`src/rtl/enigma_pkg.sv`:
```
// enigma_pkg: shared widths, ASCII bounds and character-class helpers for the Enigma key sequencer.
package enigma_pkg;
  localparam int CHAR_W = 8;
  localparam int SETTING_W = 2;
  localparam logic [CHAR_W-1:0] ASCII_A = 8'h41;
  localparam logic [CHAR_W-1:0] ASCII_Z = 8'h5A;
  localparam logic [CHAR_W-1:0] ASCII_LA = 8'h61;
  localparam logic [CHAR_W-1:0] ASCII_LZ = 8'h7A;
  typedef logic [SETTING_W-1:0] setting_t;
  function automatic logic is_upper(input logic [CHAR_W-1:0] c);
    return c >= ASCII_A && c <= ASCII_Z;
  endfunction
  function automatic logic is_lower(input logic [CHAR_W-1:0] c);
    return c >= ASCII_LA && c <= ASCII_LZ;
  endfunction
endpackage

```
`src/rtl/enigma_out_reg.sv`:
```
// enigma_out_reg: 1-deep valid/ready output register holding the mapped character.
module enigma_out_reg
  import enigma_pkg::*;
(
  input  logic              clk,
  input  logic              rst_n,
  input  logic              s_valid,
  input  logic [CHAR_W-1:0] d,
  output logic              s_ready,
  output logic              m_valid,
  input  logic              m_ready,
  output logic [CHAR_W-1:0] m_char
);
  assign s_ready = !m_valid || m_ready;
  always_ff @(posedge clk or negedge rst_n)
    if (!rst_n) begin
      m_valid <= 1'b0;
      m_char <= '0;
    end else if (s_valid && s_ready) begin
      m_valid <= 1'b1;
      m_char <= d;
    end else if (m_ready) begin
      m_valid <= 1'b0;
    end
endmodule

```
`src/rtl/enigma_key_sequencer.sv`:
```
// enigma_key_sequencer: feeds the Enigma mapper with a rotating key digit per letter and registers its result.
// Optional ENIGMA_LOWERCASE_FOLD_EN: fold 'a'..'z' to uppercase and treat them as letters.
module enigma_key_sequencer
  import enigma_pkg::*;
#(
  parameter int CNT_W = 16,
  parameter int KEY_DIGITS = 4
) (
  input  logic                          clk,
  input  logic                          rst_n,
  input  logic [SETTING_W*KEY_DIGITS-1:0] key_in,
  input  logic                          key_load,
  input  logic                          s_valid,
  output logic                          s_ready,
  input  logic [CHAR_W-1:0]             s_char,
  output logic [CHAR_W-1:0]             map_char,
  output logic [SETTING_W-1:0]          map_setting,
  input  logic [CHAR_W-1:0]             map_out,
  output logic                          m_valid,
  input  logic                          m_ready,
  output logic [CHAR_W-1:0]             m_char,
  output logic [CNT_W-1:0]              char_count
);
  localparam int IDX_W = KEY_DIGITS > 1 ? $clog2(KEY_DIGITS) : 1;
  logic [SETTING_W*KEY_DIGITS-1:0] key_reg;
  logic [IDX_W-1:0] idx;
  logic letter, accept, step;
  setting_t cur_digit;
`ifdef ENIGMA_LOWERCASE_FOLD_EN
  assign map_char = is_lower(s_char) ? (s_char & 8'hDF) : s_char;
`else
  assign map_char = s_char;
`endif
  assign letter = is_upper(map_char);
  assign accept = s_valid && s_ready;
  assign step = accept && letter;
  // digit 0 sits in the MS bits of the key
  always_comb cur_digit = key_reg[SETTING_W*(KEY_DIGITS-1-int'(idx)) +: SETTING_W];
  assign map_setting = key_load ? key_in[SETTING_W*KEY_DIGITS-1 -: SETTING_W] : cur_digit;
  always_ff @(posedge clk or negedge rst_n)
    if (!rst_n) begin
      key_reg <= '0;
      idx <= '0;
      char_count <= '0;
    end else if (key_load) begin
      key_reg <= key_in;
      idx <= IDX_W'(KEY_DIGITS > 1 && step);
      char_count <= CNT_W'(step);
    end else if (step) begin
      idx <= idx == IDX_W'(KEY_DIGITS-1) ? '0 : idx + 1'b1;
      char_count <= &char_count ? char_count : char_count + 1'b1;
    end
  enigma_out_reg u_out (
    .clk(clk),
    .rst_n(rst_n),
    .s_valid(s_valid),
    .d(letter ? map_out : s_char),
    .s_ready(s_ready),
    .m_valid(m_valid),
    .m_ready(m_ready),
    .m_char(m_char)
  );
endmodule

```
`config.mk`:
```
export PLATFORM = sky130hd
export DESIGN_NAME = enigma_key_sequencer
export DESIGN_NICKNAME = d
export VERILOG_FILES = /design/src/rtl/enigma_pkg.sv /design/src/rtl/enigma_out_reg.sv /design/src/rtl/enigma_key_sequencer.sv
export SDC_FILE = /design/constraint.sdc
export NUM_CORES = 1
export LEC_CHECK = 0
export BUFFER_PORTS_ARGS = -buffer_cell sky130_fd_sc_hd__buf_2
export CAP_MARGIN = 20
export CELL_PAD_IN_SITES_DETAIL_PLACEMENT = 1
export CELL_PAD_IN_SITES_GLOBAL_PLACEMENT = 1
export CORE_MARGIN = 4
export CORE_UTILIZATION = 38
export CTS_CLUSTER_DIAMETER = 30
export CTS_CLUSTER_SIZE = 40
export DETAILED_ROUTE_END_ITERATION = 10
export PLACE_DENSITY = 0.9
export SLEW_MARGIN = 20
export SYNTH_ARGS = -nofsm -noshare
export SYNTH_HDL_FRONTEND = slang
export SYNTH_SLANG_ARGS = --single-unit
```
`constraint.sdc`:
```
create_clock -name clk -period 2 [get_ports clk]
set_input_delay 0.1 -clock clk [delete_from_list [all_inputs] [get_ports clk]]
set_output_delay 0.1 -clock clk [all_outputs]
set_load 0.02 [all_outputs]
```
# [Word-level counts from Yosys, hierarchy flattened]
# Cells that the tools add are included.
[word_totals] regBits=35 inputBits=29 out_inout_bits=36 wordCells=32
[op_classes] add_sub_neg=3 order_cmp=2 n_eq_ne=2 shift=1 n_mux=10 reduce_logical=9
[ops] operator="$mux W16" count=3
[ops] operator="$add A16 B1 Y16 const B" count=1
[ops] operator="$reduce_and A16 Y1" count=1
[ops] operator="$ge A8 B7 Y1 const B" count=1
[ops] operator="$le A8 B7 Y1 const B" count=1
[ops] operator="$mux W2" count=4
[ops] operator="$mux W8" count=1
[ops] operator="$shiftx A8 B4 Y2" count=1
[ops] operator="$reduce_bool A2 Y1" count=2
[ops] operator="$logic_and A1 B1 Y1" count=3
[ops] operator="$sub A2 B2 Y3 const A" count=1
[ops] operator="$add A2 B1 Y2 const B" count=1
[ops] operator="$eq A2 B2 Y1 const B" count=1
[ops] operator="$mux W1" count=2
[ops] operator="$ne A2 B2 Y1 const B" count=1
[ops] operator="$reduce_and A2 Y1" count=1
[ops] operator="$logic_not A1 Y1" count=1
[ops] operator="$logic_or A1 B1 Y1" count=1

# [Depth between registers and ports, before layout]
# Gate-level depths: netlist of the first run.
[depth] word_depth=6 depth_mapped=7 mapped_depth_nobuf=6

# [By module]
# A second synthesis of the first run with hierarchy kept.
[unflattened] hier_cells=214 hier_area_um2=2173.3
[modules_own_cells] module="enigma_key_sequencer" n_inst=1 cells_each=194 area_each_um2=1788.0 seq_area_each_um2=650.6
[modules_own_cells] module="enigma_out_reg" n_inst=1 cells_each=20 area_each_um2=385.4 seq_area_each_um2=225.2

# [Worst setup path before layout of the first run]
# OpenSTA, ideal clock, no wires.
[synth_timing] path_type="flip-flop to flip-flop" startpoint="register char_count[1]" endpoint="register char_count[2]" setup_time_ns=0.131 t_arrival_ns=1.719 required_ns=1.869 slack_ns=0.150 stages_incl_launch_ff=7 n_path_buf=0 period_less_slack_ns=1.850 path_cell_list="dfrtp_1 > ha_1 > nand4_1 > nor4_1 > or4b_1 > xor2_1 > nor2_1"
[synth_via] elab_chain_len=4 elab_cells_between_ends=7 cone_classes="add/sub: 1; eq/ne: 1; mux: 3; reduce/logical: 2"
[synth_rtl] item="from (decl)" line_no="enigma_key_sequencer.sv:22" source="output logic [CNT_W-1:0] char_count"
[synth_rtl] item="from (signal assigned)" line_no="enigma_key_sequencer.sv:48" source="char_count <= CNT_W'(step);"
[synth_rtl] item="from (signal assigned)" line_no="enigma_key_sequencer.sv:51" source="char_count <= &char_count ? char_count : char_count + 1'b1;"
[synth_rtl] item="$add A16 B1 Y16" line_no="enigma_key_sequencer.sv:51"
[synth_rtl] item="$mux W16" line_no="enigma_key_sequencer.sv:51"
[synth_rtl] item="$mux W16" line_no="enigma_key_sequencer.sv:49" source="end else if (step) begin"
[synth_rtl] item="$mux W16" line_no="enigma_key_sequencer.sv:45" source="end else if (key_load) begin"
# Parallel ways exist; a longest one is shown, timed or not. The select of a mux whose other input is x is not followed.
# A chain may end at the register's enable or synchronous reset.

# [Final worst setup path of the first run]
[layout_timing] startpoint="register char_count[1]" endpoint="register char_count[14]"
# The elaborated chain is that of the path after synthesis.

==> metrics.txt, run 1 <==
CTS-repair resized insts 0; CTS buffer count 5; crit-path cells ha_1, and3_1, nand4_1, nor4_2, and4b_2, nor3_2; maxcap violations 0; post-synthesis sequential area ratio 0.434; wire per inst 15.9 um; core area 0.00514 sq mm; I/O pin count 65; Worst setup EP type flip-flop; # H-tree levels 2; Async SR Flop Fraction 1.00; post-DR vias/cell 5.27; CTS max path bufs 2; antenna cells 0; relative slew slack 0.478; Bufs and invs on worst path 0; critical path class flip-flop to flip-flop; multiplexer share of the synthesized area 0.0960; Least-Margin Pin Slew 0.784 ns; first-pass GRT wire length 8.78 mm; GRT met1 Usage 0.201; #FFs+latches synth 35; Worst Path Arrival 2.05 ns; Clock Latency Late Sink 0.29 ns; Worst setup SP type flip-flop; Setup Total Neg Slack 0 ns; DRT Pass-1 Iters 4; # setup viols final 0; Adder-Cell Fraction of Synth Area 0.0124; Mapped Cells 201; sw power 0.439 mW; family with the most delay on the worst path simple AND/OR/NAND/NOR gates; share of cells above drive strength 1 0.380; clock sink count 35; Synth-to-Final Area Change 22.2%; Logic pwr share 0.166; min cycle time layout 1.88 ns; sw frac 0.273; number of port buffers 64; Slew Limit Fails 0; power per cell area 652 mW/mm^2; gpl congestion 0.728; final core utilization 0.480; Compound-Gate Fraction of Synth Area 0.114; via count 1756; CP required 2.17 ns; Final Hold Viols 0; Sequential Power Share 0.483; GR peak layer met2; peak fanout along the critical path 6; Initial Util 0.393; multi-input combinational cell area 0.00101 sq mm; Die X 80.9 um; outcome finished clean; Synth Area in XOR/XNOR 0.0390; fill count 628; Die Y 80.9 um; Peak VDD IR 0.000282 V; clock slew at reported path FFs 0.07 ns; Clock power frac 0.351; initial antenna violation count 0; Synth cell types 45; Internal Pwr Total 1.17 mW; Total Routing Usage GR 0.175; synth warn 0; Main synth FF type dfrtp_1; Row Count 26; DRC Markers 0; Antenna Violating Nets Remaining 0; Worst Hold Class primary input to flip-flop; slowest stage delay, CP 0.44 ns; simple-gate area share of the yosys netlist 0.241; largest family of logic cells by synthesized area simple AND/OR/NAND/NOR gates; first-iteration detailed-routing DRC count 98; CTS tree yes; Pleak 1.13 nW; Syn Nets 232; f_max 0.533 GHz; met2 GRT Util 0.314; Sequential Area 876 sq um; Layout Nets 293; Post-Syn Area 0.00202 sq mm; Post-synth EDFFs 0; DRT Wirelength 5.31 mm; root buffer cell clkbuf_8; DP HPWL 3.98 mm; M3 GR Usage 0.0421; Slowest cell on crit path dfrtp_1; max reg flops 16; unrepaired setup endpoints after global routing no; die area 0.00654 sq mm; Final Skew 0.00833 ns; pin count of the biggest net entering global routing 36; Tcrit/Tclk final 0.938; total grt overflow 0; number of global-route vias before repair 1870; Synth Area per Inst 10.0 sq um
[metrics by stage]
step	setup WS, ns	hold slack [ns]	total power, mW	cells	cell area, sq um
after global placement	0.164	0.236	1.04	322	2340
after detailed placement	0.0820	0.244	1.06	322	2340
after global routing	0.0260	0.0360	1.70	333	2470
after floorplan	0.150	-0.196	0.951	201	2020
final	0.124	0.0403	1.61	333	2470
after CTS	0.142	0.0294	1.64	331	2450
[logic make-up (layout without fill, tap and decap cells)]
family                     Yosys count  count (layout)
and+or+nand+nor                     79              79
AOI/OAI and AO/OA                   39              39
DFF                                 35              35
buffers and inverters               21              83
muxes                               16              16
xor gates and xnor gates             9               9
adders and majority gates            2               2
[placed cells by master, fill, tap and decap left out, drive strengths merged, types with 2 or more instances in the layout]
cell type,count
buf,70
dfrtp,35
o21ai,23
nand2,19
nor2,13
a21oi,11
xnor2,8
nand3,8
clkbuf,8
mux2i,7
mux2,7
nor4,7
inv,4
nand2b,4
nor2b,4
nor4b,4
nand4,4
and3,3
nor3,3
mux4,2
or4,2
a211oi,2
ha,2
nand4b,2
[what timing repair did]
action                     4_1_cts  5_1_grt
buffers inserted                 0        2
hold buffers                     1        0
hold endpoints to repair        35        0
setup endpoints to repair        0        2
[final timing paths]
check | start | depth (start not counted) | slack (ns) | end
hold / removal | key_in[4] | 2 | 0.04 | key_reg[4]
setup / recovery | char_count[1] | 6 | 0.12 | char_count[14]
hold reg to reg | u_out.m_char[7] | 2 | 0.48 | u_out.m_char[7]
max in group asynchronous | rst_n | 2 | 1.07 | char_count[13]
setup reg to reg | char_count[1] | 6 | 0.12 | char_count[14]
min in group asynchronous | rst_n | 2 | 0.42 | u_out.m_char[5]
[Yosys cell counts, types with 2 or more instances]
master,count,area [sq um]
mux4_2,2,45.0
mux2i_1,7,70.1
clkbuf_1,4,15.0
buf_6,2,22.5
inv_1,4,15.0
nor4b_1,4,35.0
and3_1,3,18.8
nand3_1,7,35.0
nor4_1,5,31.3
a21oi_1,11,55.1
buf_4,9,67.6
nand4_1,4,25.0
xnor2_1,8,70.1
nor2_1,13,48.8
nor3_1,2,10.0
nor2b_1,4,25.0
ha_1,2,25.0
dfrtp_1,35,876
or4_4,2,22.5
mux2_2,7,78.8
nand2_1,18,67.6
nand2b_1,4,25.0
a211oi_2,2,25.0
o21ai_0,21,105
[cell type report]
class                      count  area share
multi-input combinational    145       0.411
inverter                       4     0.00608
sequential                    35       0.355
clock buffer                   8      0.0405
timing repair buffer          71       0.152
tap                           70      0.0355
[worst register-to-register path, delay by kind of cell, from the launching register on]
kind / cells / cell delay [ns]
flip-flops: 1 / 0.44
adder cells (fa/ha/maj): 1 / 0.24
AND/OR/NAND/NOR: 5 / 1.08
[power by group through the flow]
stage / Sequential, mW / Clock [mW] / Combinational (mW)
6_report: 0.776 / 0.565 / 0.267
5_1_grt: 0.783 / 0.622 / 0.297
4_1_cts: 0.777 / 0.591 / 0.267
3_5_place_dp: 0.791 / 0 / 0.265
3_3_place_gp: 0.787 / 0 / 0.257
2_1_floorplan: 0.820 / 0 / 0.131
[layer usage]
layer,part of all wire,vias up,wire length (um)
li1,-,837,-
met1,0.42,850,2220
met2,0.49,63,2600
met3,0.077,6,408
met4,0.014,0,76
met5,0,-,0
No activity file was read; power rests on OpenSTA's default activity.
==> inputs of run 2 (changes only) <==
--- a/config.mk
+++ b/config.mk
@@ -20,2 +20,3 @@
 export SYNTH_HDL_FRONTEND = slang
 export SYNTH_SLANG_ARGS = --single-unit
+export TNS_END_PERCENT = 10
==> constraint.sdc (replaced) <==
create_clock -name clk -period 1.89 [get_ports clk]
set_input_delay 0.567 -clock clk [delete_from_list [all_inputs] [get_ports clk]]
set_output_delay 0.567 -clock clk [all_outputs]
set_load 0.02 [all_outputs]
==> run 2 against run 1 <==
Net effect: clock skew down 0.0014 ns; the run now ends with negative setup slack left; critical path type is now flip-flop to primary output; register-to-register slack got worse by 0.20 ns; combinational power rose by 29%; final area increased by 14%; wire length up 13%; die area is the same; critical path depth shrank 2.
==> metrics.txt, run 2 (synthesis results as in run 1) <==
outcome finished with violations; failing checks negative setup slack; maxcap violations 0 (unchanged); peak fanout along the critical path 3 (-3); Worst Path Arrival 1.51 ns (-0.54 ns); share of cells above drive strength 1 0.485 (+0.104); Post-CTS Setup Inserts 0 (unchanged); number of port buffers 64 (unchanged); leading cell type in the layout, fill and taps excluded buf_2; first-pass GRT wire length 10.1 mm (+16%); wire per inst 16.5 um (+3.5%); Pleak 1.31 nW (+15%); Critical Path Sink map_setting[0]; hold slack 0.218 ns (+0.177 ns); Die X 80.9 um (unchanged); relative slew slack 0.669 (+0.192); Worst Hold Class primary input to asynchronous set/reset pin; DRC Markers 0 (unchanged); Least-Margin Pin Slew 0.495 ns (-0.288 ns); total grt overflow 0 (unchanged); antenna cells 0 (unchanged); Antenna Violating Nets Remaining 0 (unchanged); clock slew at reported path FFs 0.08 ns (about the same); die area 0.00654 sq mm (unchanged); Final Hold Viols 0 (unchanged); R2R depth 6 (unchanged); DP HPWL 4.65 mm (+17%); Layout Cells excl Fill 363 (+9.0%); Worst setup EP type primary output; core area 0.00514 sq mm (unchanged); CP required 1.32 ns (-0.85 ns); Die Y 80.9 um (unchanged); Clock Latency Late Sink 0.29 ns (about the same); most frequent cells in the layout buf_2 (62), dfrtp_1 (34), buf_4 (34); initial antenna violation count 0 (unchanged); Worst Setup SP idx[0]; Worst setup SP type flip-flop; worst reg2reg setup slack -0.08 ns (-0.20 ns); via count 1907 (+8.6%); Tcrit/Tclk final 1.10; CTS buffer count 5 (unchanged); Worst Setup Slack, final -0.189 ns (-0.313 ns); first-iteration detailed-routing DRC count 52 (-47%); clock sink count 35 (unchanged); Final Power 1.99 mW (+24%); power per cell area 709 mW/mm^2 (+8.8%); min cycle time layout 2.08 ns; Layout Nets 323 (+10%); critical path class flip-flop to primary output; gpl congestion 0.783 (+7.6%); Peak VDD IR 0.000472 V (+67%); r2r endpoint char_count[6]; post-DR vias/cell 5.25 (-0.38%); max reg flops 16 (unchanged); root buffer cell clkbuf_8; DRT Wirelength 5.99 mm (+13%); f_max 0.481 GHz; unrepaired setup endpoints after global routing yes; Initial Util 0.393 (unchanged); DRT Pass-1 Iters 4 (unchanged); I/O pin count 65 (unchanged); Synth-to-Final Area Change 38.8%; # setup viols final 4 (+4); pin count of the biggest net entering global routing 36 (unchanged); Row Count 26 (unchanged); Total Routing Usage GR 0.197 (+0.0223); placed insts 355 (+10%); reg-to-reg startpoint char_count[1]; CTS tree yes; Final Skew 0.00691 ns (-0.00142 ns); Slew Limit Fails 0 (unchanged); # H-tree levels 2 (unchanged); number of global-route vias before repair 2162 (+16%); CTS max path bufs 2 (unchanged)
==> run 2: power by group <==
group          switching, mW  internal, mW  leakage [nW]
sequential            0.0277         0.795         0.447
combinational          0.192         0.152         0.799
clock                  0.294         0.526        0.0644
==> run 2: what timing repair did <==
action,4_1_cts,5_1_grt
endpoints found under the setup margin,3,16
pin swaps,0,0
gates resized for setup,6,8
hold buffers,0,0
==> run 2: worst max-delay path, cell delays in order, from the launching register on <==
cell and delay (ns):
dfrtp_2 0.42, mux4_2 0.53, inv_2 0.09, o21ai_4 0.05, buf_6 0.13
==> run 2: worst min-delay path by stage <==
stage	from	end	slack [ns]	cells after the start
floorplan	rst_n	char_count[0]	0.27	0
global placement	u_out.m_char[0]	u_out.m_char[0]	0.46	2
detailed placement	u_out.m_char[0]	u_out.m_char[0]	0.47	2
CTS	rst_n	u_out.m_char[6]	0.23	2
global route	rst_n	u_out.m_char[6]	0.23	2
finish	rst_n	char_count[6]	0.22	2
==> run 2: cell type report <==
| cell class | count | area [sq um] |
|---|---|---|
| Clock buffer | 5 | 68.8 |
| Timing Repair Buffer | 101 | 639 |
| Clock inverter | 3 | 67.6 |
| Inverter | 4 | 15.0 |
| Fill cell | 626 | 2340 |
| Multi-Input combinational cell | 145 | 1050 |
| Sequential cell | 35 | 877 |
| Tap cell | 70 | 87.6 |
==> run 2: routing by layer <==
metal | GRT usage | up-vias | routed length (um)
li1 | - | 901 | -
met3 | 0.0488 | 7 | 439
met1 | 0.219 | 935 | 2350
met4 | 0.0422 | 0 | 51
met5 | 0 | - | 0
met2 | 0.376 | 64 | 3150
==> run 2: through the flow <==
| stage | setup TNS (ns) | cell area [sq um] | util | worst slack, ns |
|---|---|---|---|---|
| 2_1_floorplan | -0.00146 | 2040 | - | -0.00146 |
| 3_3_place_gp | -4.83 | 2630 | 0.512 | -0.256 |
| 3_5_place_dp | -5.51 | 2630 | 0.512 | -0.294 |
| 4_1_cts | -0.409 | 2780 | 0.540 | -0.216 |
| 5_1_grt | -1.10 | 2800 | 0.546 | -0.329 |
| 6_report | -0.435 | 2800 | 0.546 | -0.189 |
